File: src/rtl/sync_fifo_pkg.sv
// Shared sizing helpers and status encoding for the parametrised single-clock FIFO.
package sync_fifo_pkg;

   typedef enum logic [1:0] {
      FIFO_OK,
      FIFO_OVF,
      FIFO_UDF
   } fifo_status_e;

   function automatic int fifo_addr_w(input int depth);
      return $clog2(depth);
   endfunction

   // Occupancy runs 0..DEPTH inclusive, so it needs one bit more than the address.
   function automatic int fifo_cnt_w(input int depth);
      return $clog2(depth) + 1;
   endfunction

endpackage

File: src/rtl/fifo_ram.sv
// FIFO storage: one synchronous write port, one combinational read port, no reset on the array.
module fifo_ram #(
   parameter int WIDTH = 32,
   parameter int DEPTH = 8
) (
   input  logic                       clk,
   input  logic                       wr_en,
   input  logic [$clog2(DEPTH)-1:0]   wr_addr,
   input  logic [WIDTH-1:0]           wr_data,
   input  logic [$clog2(DEPTH)-1:0]   rd_addr,
   output logic [WIDTH-1:0]           rd_data
);

   logic [WIDTH-1:0] mem [DEPTH];

   always_ff @(posedge clk) begin
      if (wr_en) begin
         mem[wr_addr] <= wr_data;
      end
   end

   assign rd_data = mem[rd_addr];

endmodule

File: src/rtl/sync_fifo_param.sv
// Single-clock FIFO with count, almost flags and sticky errors; read data one cycle after rd_ok,
// or first-word-fall-through when SYNC_FIFO_FWFT_EN is defined. Writes to a full FIFO pass only alongside a read.
module sync_fifo_param
   import sync_fifo_pkg::*;
#(
   parameter int WIDTH     = 32,
   parameter int DEPTH     = 8,
   parameter int AF_THRESH = DEPTH - 2,
   parameter int AE_THRESH = 2
) (
   input  logic                     clk_i,
   input  logic                     rst_i,
   input  logic [WIDTH-1:0]         i_wdata,
   input  logic                     i_wenable,
   input  logic                     i_renable,
   output logic [WIDTH-1:0]         o_rdata,
   output logic                     o_empty,
   output logic                     o_full,
   output logic [$clog2(DEPTH):0]   o_count,
   output logic                     o_almost_full,
   output logic                     o_almost_empty,
   output logic                     o_overflow,
   output logic                     o_underflow
);

   localparam int ADDR_W = fifo_addr_w(DEPTH);
   localparam int CNT_W  = fifo_cnt_w(DEPTH);

   localparam logic [CNT_W-1:0]  FULL_CNT = CNT_W'(DEPTH);
   localparam logic [CNT_W-1:0]  AF_CNT   = CNT_W'(AF_THRESH);
   localparam logic [CNT_W-1:0]  AE_CNT   = CNT_W'(AE_THRESH);
   localparam logic [CNT_W-1:0]  CNT_ONE  = CNT_W'(1);
   localparam logic [ADDR_W:0]   PTR_ONE  = (ADDR_W + 1)'(1);

   if (DEPTH < 2 || (DEPTH & (DEPTH - 1)) != 0) begin : g_depth_chk
      $error("sync_fifo_param: DEPTH must be a power of two and at least 2");
   end

   logic [ADDR_W:0]   wptr;
   logic [ADDR_W:0]   rptr;
   logic [CNT_W-1:0]  count;
   logic              wr_ok;
   logic              rd_ok;
   logic [WIDTH-1:0]  ram_rdata;

   assign o_count        = count;
   assign o_empty        = (count == '0);
   assign o_full         = (count == FULL_CNT);
   assign o_almost_full  = (count >= AF_CNT);
   assign o_almost_empty = (count <= AE_CNT);

   // A write into a full FIFO rides on a same-cycle pop; a read never bypasses from the write port.
   assign rd_ok = i_renable && !o_empty;
   assign wr_ok = i_wenable && (!o_full || rd_ok);

   fifo_ram #(
      .WIDTH (WIDTH),
      .DEPTH (DEPTH)
   ) u_ram (
      .clk     (clk_i),
      .wr_en   (wr_ok && !rst_i),
      .wr_addr (wptr[ADDR_W-1:0]),
      .wr_data (i_wdata),
      .rd_addr (rptr[ADDR_W-1:0]),
      .rd_data (ram_rdata)
   );

   always_ff @(posedge clk_i) begin
      if (rst_i) begin
         wptr        <= '0;
         rptr        <= '0;
         count       <= '0;
         o_overflow  <= 1'b0;
         o_underflow <= 1'b0;
      end else begin
         if (wr_ok) begin
            wptr <= wptr + PTR_ONE;
         end
         if (rd_ok) begin
            rptr <= rptr + PTR_ONE;
         end
         case ({wr_ok, rd_ok})
            2'b10:   count <= count + CNT_ONE;
            2'b01:   count <= count - CNT_ONE;
            default: count <= count;
         endcase
         if (i_wenable && o_full && !rd_ok) begin
            o_overflow <= 1'b1;
         end
         if (i_renable && o_empty) begin
            o_underflow <= 1'b1;
         end
      end
   end

`ifdef SYNC_FIFO_FWFT_EN
   assign o_rdata = ram_rdata;
`else
   always_ff @(posedge clk_i) begin
      if (rst_i) begin
         o_rdata <= '0;
      end else if (rd_ok) begin
         o_rdata <= ram_rdata;
      end
   end
`endif

endmodule
File: config.mk
export PLATFORM = sky130hd
export DESIGN_NAME = sync_fifo_param
export DESIGN_NICKNAME = d
export VERILOG_FILES = /design/src/rtl/sync_fifo_pkg.sv /design/src/rtl/fifo_ram.sv /design/src/rtl/sync_fifo_param.sv
export SDC_FILE = /design/constraint.sdc
export NUM_CORES = 1
export LEC_CHECK = 0
export ABC_CLOCK_PERIOD_IN_PS = 7900
export CAP_MARGIN = 20
export CORE_ASPECT_RATIO = 0.5
export CORE_MARGIN = 2
export CORE_UTILIZATION = 60
export DETAILED_ROUTE_END_ITERATION = 7
export PLACE_DENSITY = 0.89
export SLEW_MARGIN = 10
export SYNTH_ARGS = -nofsm -noshare
export SYNTH_HDL_FRONTEND = slang
export SYNTH_SLANG_ARGS = --single-unit
File: constraint.sdc
create_clock -name clk_i -period 7.9 [get_ports clk_i]
set_input_delay 0.79 -clock clk_i [delete_from_list [all_inputs] [get_ports clk_i]]
set_output_delay 0.79 -clock clk_i [all_outputs]
set_load 0.05 [all_outputs]
==> reports/metrics.yaml <==
sta:
  maxSlewHeadroom_pct: 25.4
  final.setup_skew_ns: 0.0181
  setup_viol: 0
  layout_worst_path_cycle_share_pct: 40.3
  hold_viol_final: 0
  rsz0062_at_grt: "no"
  tns_ns: 0
  maxSlewViolCount: 0
  max_freq_ghz: 0.314
  min_period_ns: 3.18
  timing.final.ws_setup_ns: 4.72
  worst_pin_slew_ns: 1.12
critical_path:
  slowest_stage: "clkdlybuf4s50_1"
  crit_type: "flop to output pin"
  required_ns: 7.11
  cp_cell_sequence: "nor4b_2 > clkdlybuf4s50_1"
  crit_fanout: 10
  worst-r2r-cell-count: 4
  cpPeakStageDelay_ns: 0.90
  r2r-end: "u_ram.mem[7][24]"
  ff2ff_setup_slack_ns: 4.99
  r2r-start: "o_count[1]"
  path_buf_inv: 1
  worstSetupStartpointType: "flop"
  cp.arrival_ns: 2.39
  critPathCaptureType: "output pin"
  critPathTopFamily: "buffers and inverters"
detailed_routing:
  top_layer_used: "met4"
  vias: 5850
  totalWireLength_mm: 24.6
  first_pass_iters: 5
  avgViaCountPerCell: 6.35
  drc: 0
  route.detailed.wl_per_inst_um: 26.7
  dr_wl_met2_mm: 12.4
  dr.first_iter.drc_count: 552
  drt-met1-wl_mm: 9.69
  met3_length_mm: 1.65
  postRouteAntennaNets: 0
pwr:
  leakage_nw: 4.20
  worst_ir_drop_vdd_mv: 0.189
  power_per_cell_area_nw_per_um2: 322
global_route:
  grt_max_degree: 66
  grt_overflow: 0
  antenna_found_initial: 0
  grt.total_usage_pct: 24.6
  grt_pass1_vias: 5917
  grt_pass1_wl_mm: 36.8
clocking:
  clk_pin_slew_ns: 0.07
  numClockSinks: 300
  clk_latency_ns: 0.53
  htreeDepth: 1
  cts_setup_buffers: 0
  clk_path_buf_depth: 3
  hold_buffers: 0
  cts-root-buf: "clkbuf_16"
  cts_tree: "yes"
  numCtsBuffers: 25
  cts_resized: 0
yosys:
  synthCells: 562
  ys_types: 40
  synth_xor_area_share_pct: 0.379
  synth_top_family_by_area: "multiplexers"
  syn_area_per_cell_um2: 20.5
  synth_edf_count: 256
  synthesis.area_um2: 11500
  synth_compound_area_share_pct: 4.20
  ys_seq_area_share_pct: 74.2
  ys_warn_count: 0
  yosys.area_share.adder_pct: 0.325
  synthMuxAreaShare_pct: 12.9
  synth_simple_gate_area_share_pct: 5.82
  synth_fp_nets: 601
  ys.flop_type: "edfxtp_1"
  ys_ff_latch: 300
  synthArstFlopShare_pct: 0
placement:
  place_congestion: 0.764
  port_buffers: 77
  dpl_worst_slack_ns: 4.29
  placed_cells: 875
  place_hpwl_mm: 13.1
final_layout:
  layout-drive-gt1-share_pct: 29.2
  n_antenna_cell: 0
  syn2layout_area_growth_pct: 16.2
  fill_cells: 1011
  multiInputGateArea_um2: 2780
  seqCellArea_um2: 8570
  final_cells: 921
  layout.nets: 682
floorplanning:
  core_um2: 18600
  dieArea_um2: 20400
  start_util_pct: 62.0
  die_width_um: 200
  rows: 35
  die_h_um: 102
  ioPinCount: 78
worst_hold_path:
  hold_path_class: "flop to flop"
  min_from: "o_underflow"
  worstHoldEndpoint: "o_underflow"
  hold_path_depth: 2
flow_run:
  max-cap-violations: 0
outcome:
  status: "finished, final reports clean"
-- worst max path at each step --
| stage | startpoint | to | slack, ns | depth (start not counted) |
|---|---|---|---|---|
| 6_report | o_count[3] | o_full | 4.72 | 2 |
| 5_1_grt | i_renable | o_rdata[20] | 4.65 | 5 |
| 4_1_cts | o_count[3] | o_full | 4.72 | 2 |
| 3_5_place_dp | i_wenable | u_ram.mem[6][5] | 4.29 | 4 |
| 3_3_place_gp | i_wenable | u_ram.mem[3][5] | 4.43 | 4 |
| 2_1_floorplan | o_count[2] | u_ram.mem[0][0] | 2.67 | 5 |
-- sequential cells by signal (all words and copies together), names as in the netlist --
name / cells
o_count: 4
o_overflow: 1
o_rdata: 32
o_underflow: 1
rptr: 3
u_ram.mem: 256
wptr: 3
-- metrics by stage --
step	util, %	area, um2	power [mW]	hold WS [ns]
global placement	67.3	12500	2.96	0.459
detailed placement	67.3	12500	2.99	0.464
finish	72.1	13400	4.31	0.482
global route	72.1	13400	4.45	0.532
floorplan	-	11500	2.73	0.476
CTS	72.1	13400	4.33	0.480
-- final cells by class --
class | instances | area share [%]
tap | 259 | 2.42
timing repair buffer | 88 | 6.32
clock inverter | 13 | 1.46
inverter | 1 | 0.0280
clock buffer | 33 | 5.11
sequential | 300 | 63.9
multi-input combinational | 227 | 20.8
-- per-layer routing --
layer	global-route usage (%)	vias up
met5	0	-
met4	9.53	0
met3	4.15	68
met2	42.3	286
met1	32.7	3054
li1	-	2442
-- cell usage in the layout, fill, tap and decap left out, types with 4 or more instances in the layout --
| cell type | instances |
|---|---|
| dfxtp_1 | 42 |
| buf_4 | 11 |
| o22ai_2 | 30 |
| clkdlybuf4s50_1 | 76 |
| bufinv_16 | 5 |
| nor3_2 | 33 |
| mux4_2 | 64 |
| clkbuf_16 | 25 |
| nand2_1 | 5 |
| nor2_4 | 4 |
| nor2_1 | 44 |
| edfxtp_1 | 256 |
| mux2i_1 | 4 |
| a21oi_1 | 6 |
| clkbuf_1 | 5 |
| nor3_1 | 5 |
-- synth_stat cells, types with 4 or more instances --
library cell	instances	area, um2
edfxtp_1	256	7690
mux4_2	64	1440
nor2_1	48	180
dfxtp_1	44	881
nor3_2	31	310
o22ai_2	30	375
clkbuf_1	14	52.6
buf_2	8	40.0
nor3_1	7	35.0
a21oi_1	6	30.0
nand2_1	5	18.8
buf_6	4	45.0
mux2i_1	4	40.0
-- tightest hold or removal path, stage by stage, from the launching register on --
cell	delay, ns
dfxtp_1	0.33
a21oi_1	0.05
nor2_1	0.07
-- power by group --
part	switching, mW	internal (mW)
Sequential	0.0959	1.81
Combinational	0.657	0.425
Clock	0.553	0.777
Total	1.31	3.01
-- cell families (layout without fill, tap and decap cells) --
kind of cell / after synthesis / count (layout)
flip-flops: 300 / 300
AND/OR/NAND/NOR: 105 / 105
multiplexers: 69 / 69
AO/OA/AOI/OAI: 45 / 45
buffers and inverters: 35 / 135
XOR/XNOR: 5 / 5
adder cells (fa/ha/maj): 3 / 3
No activity file was read; power rests on OpenSTA's default activity.
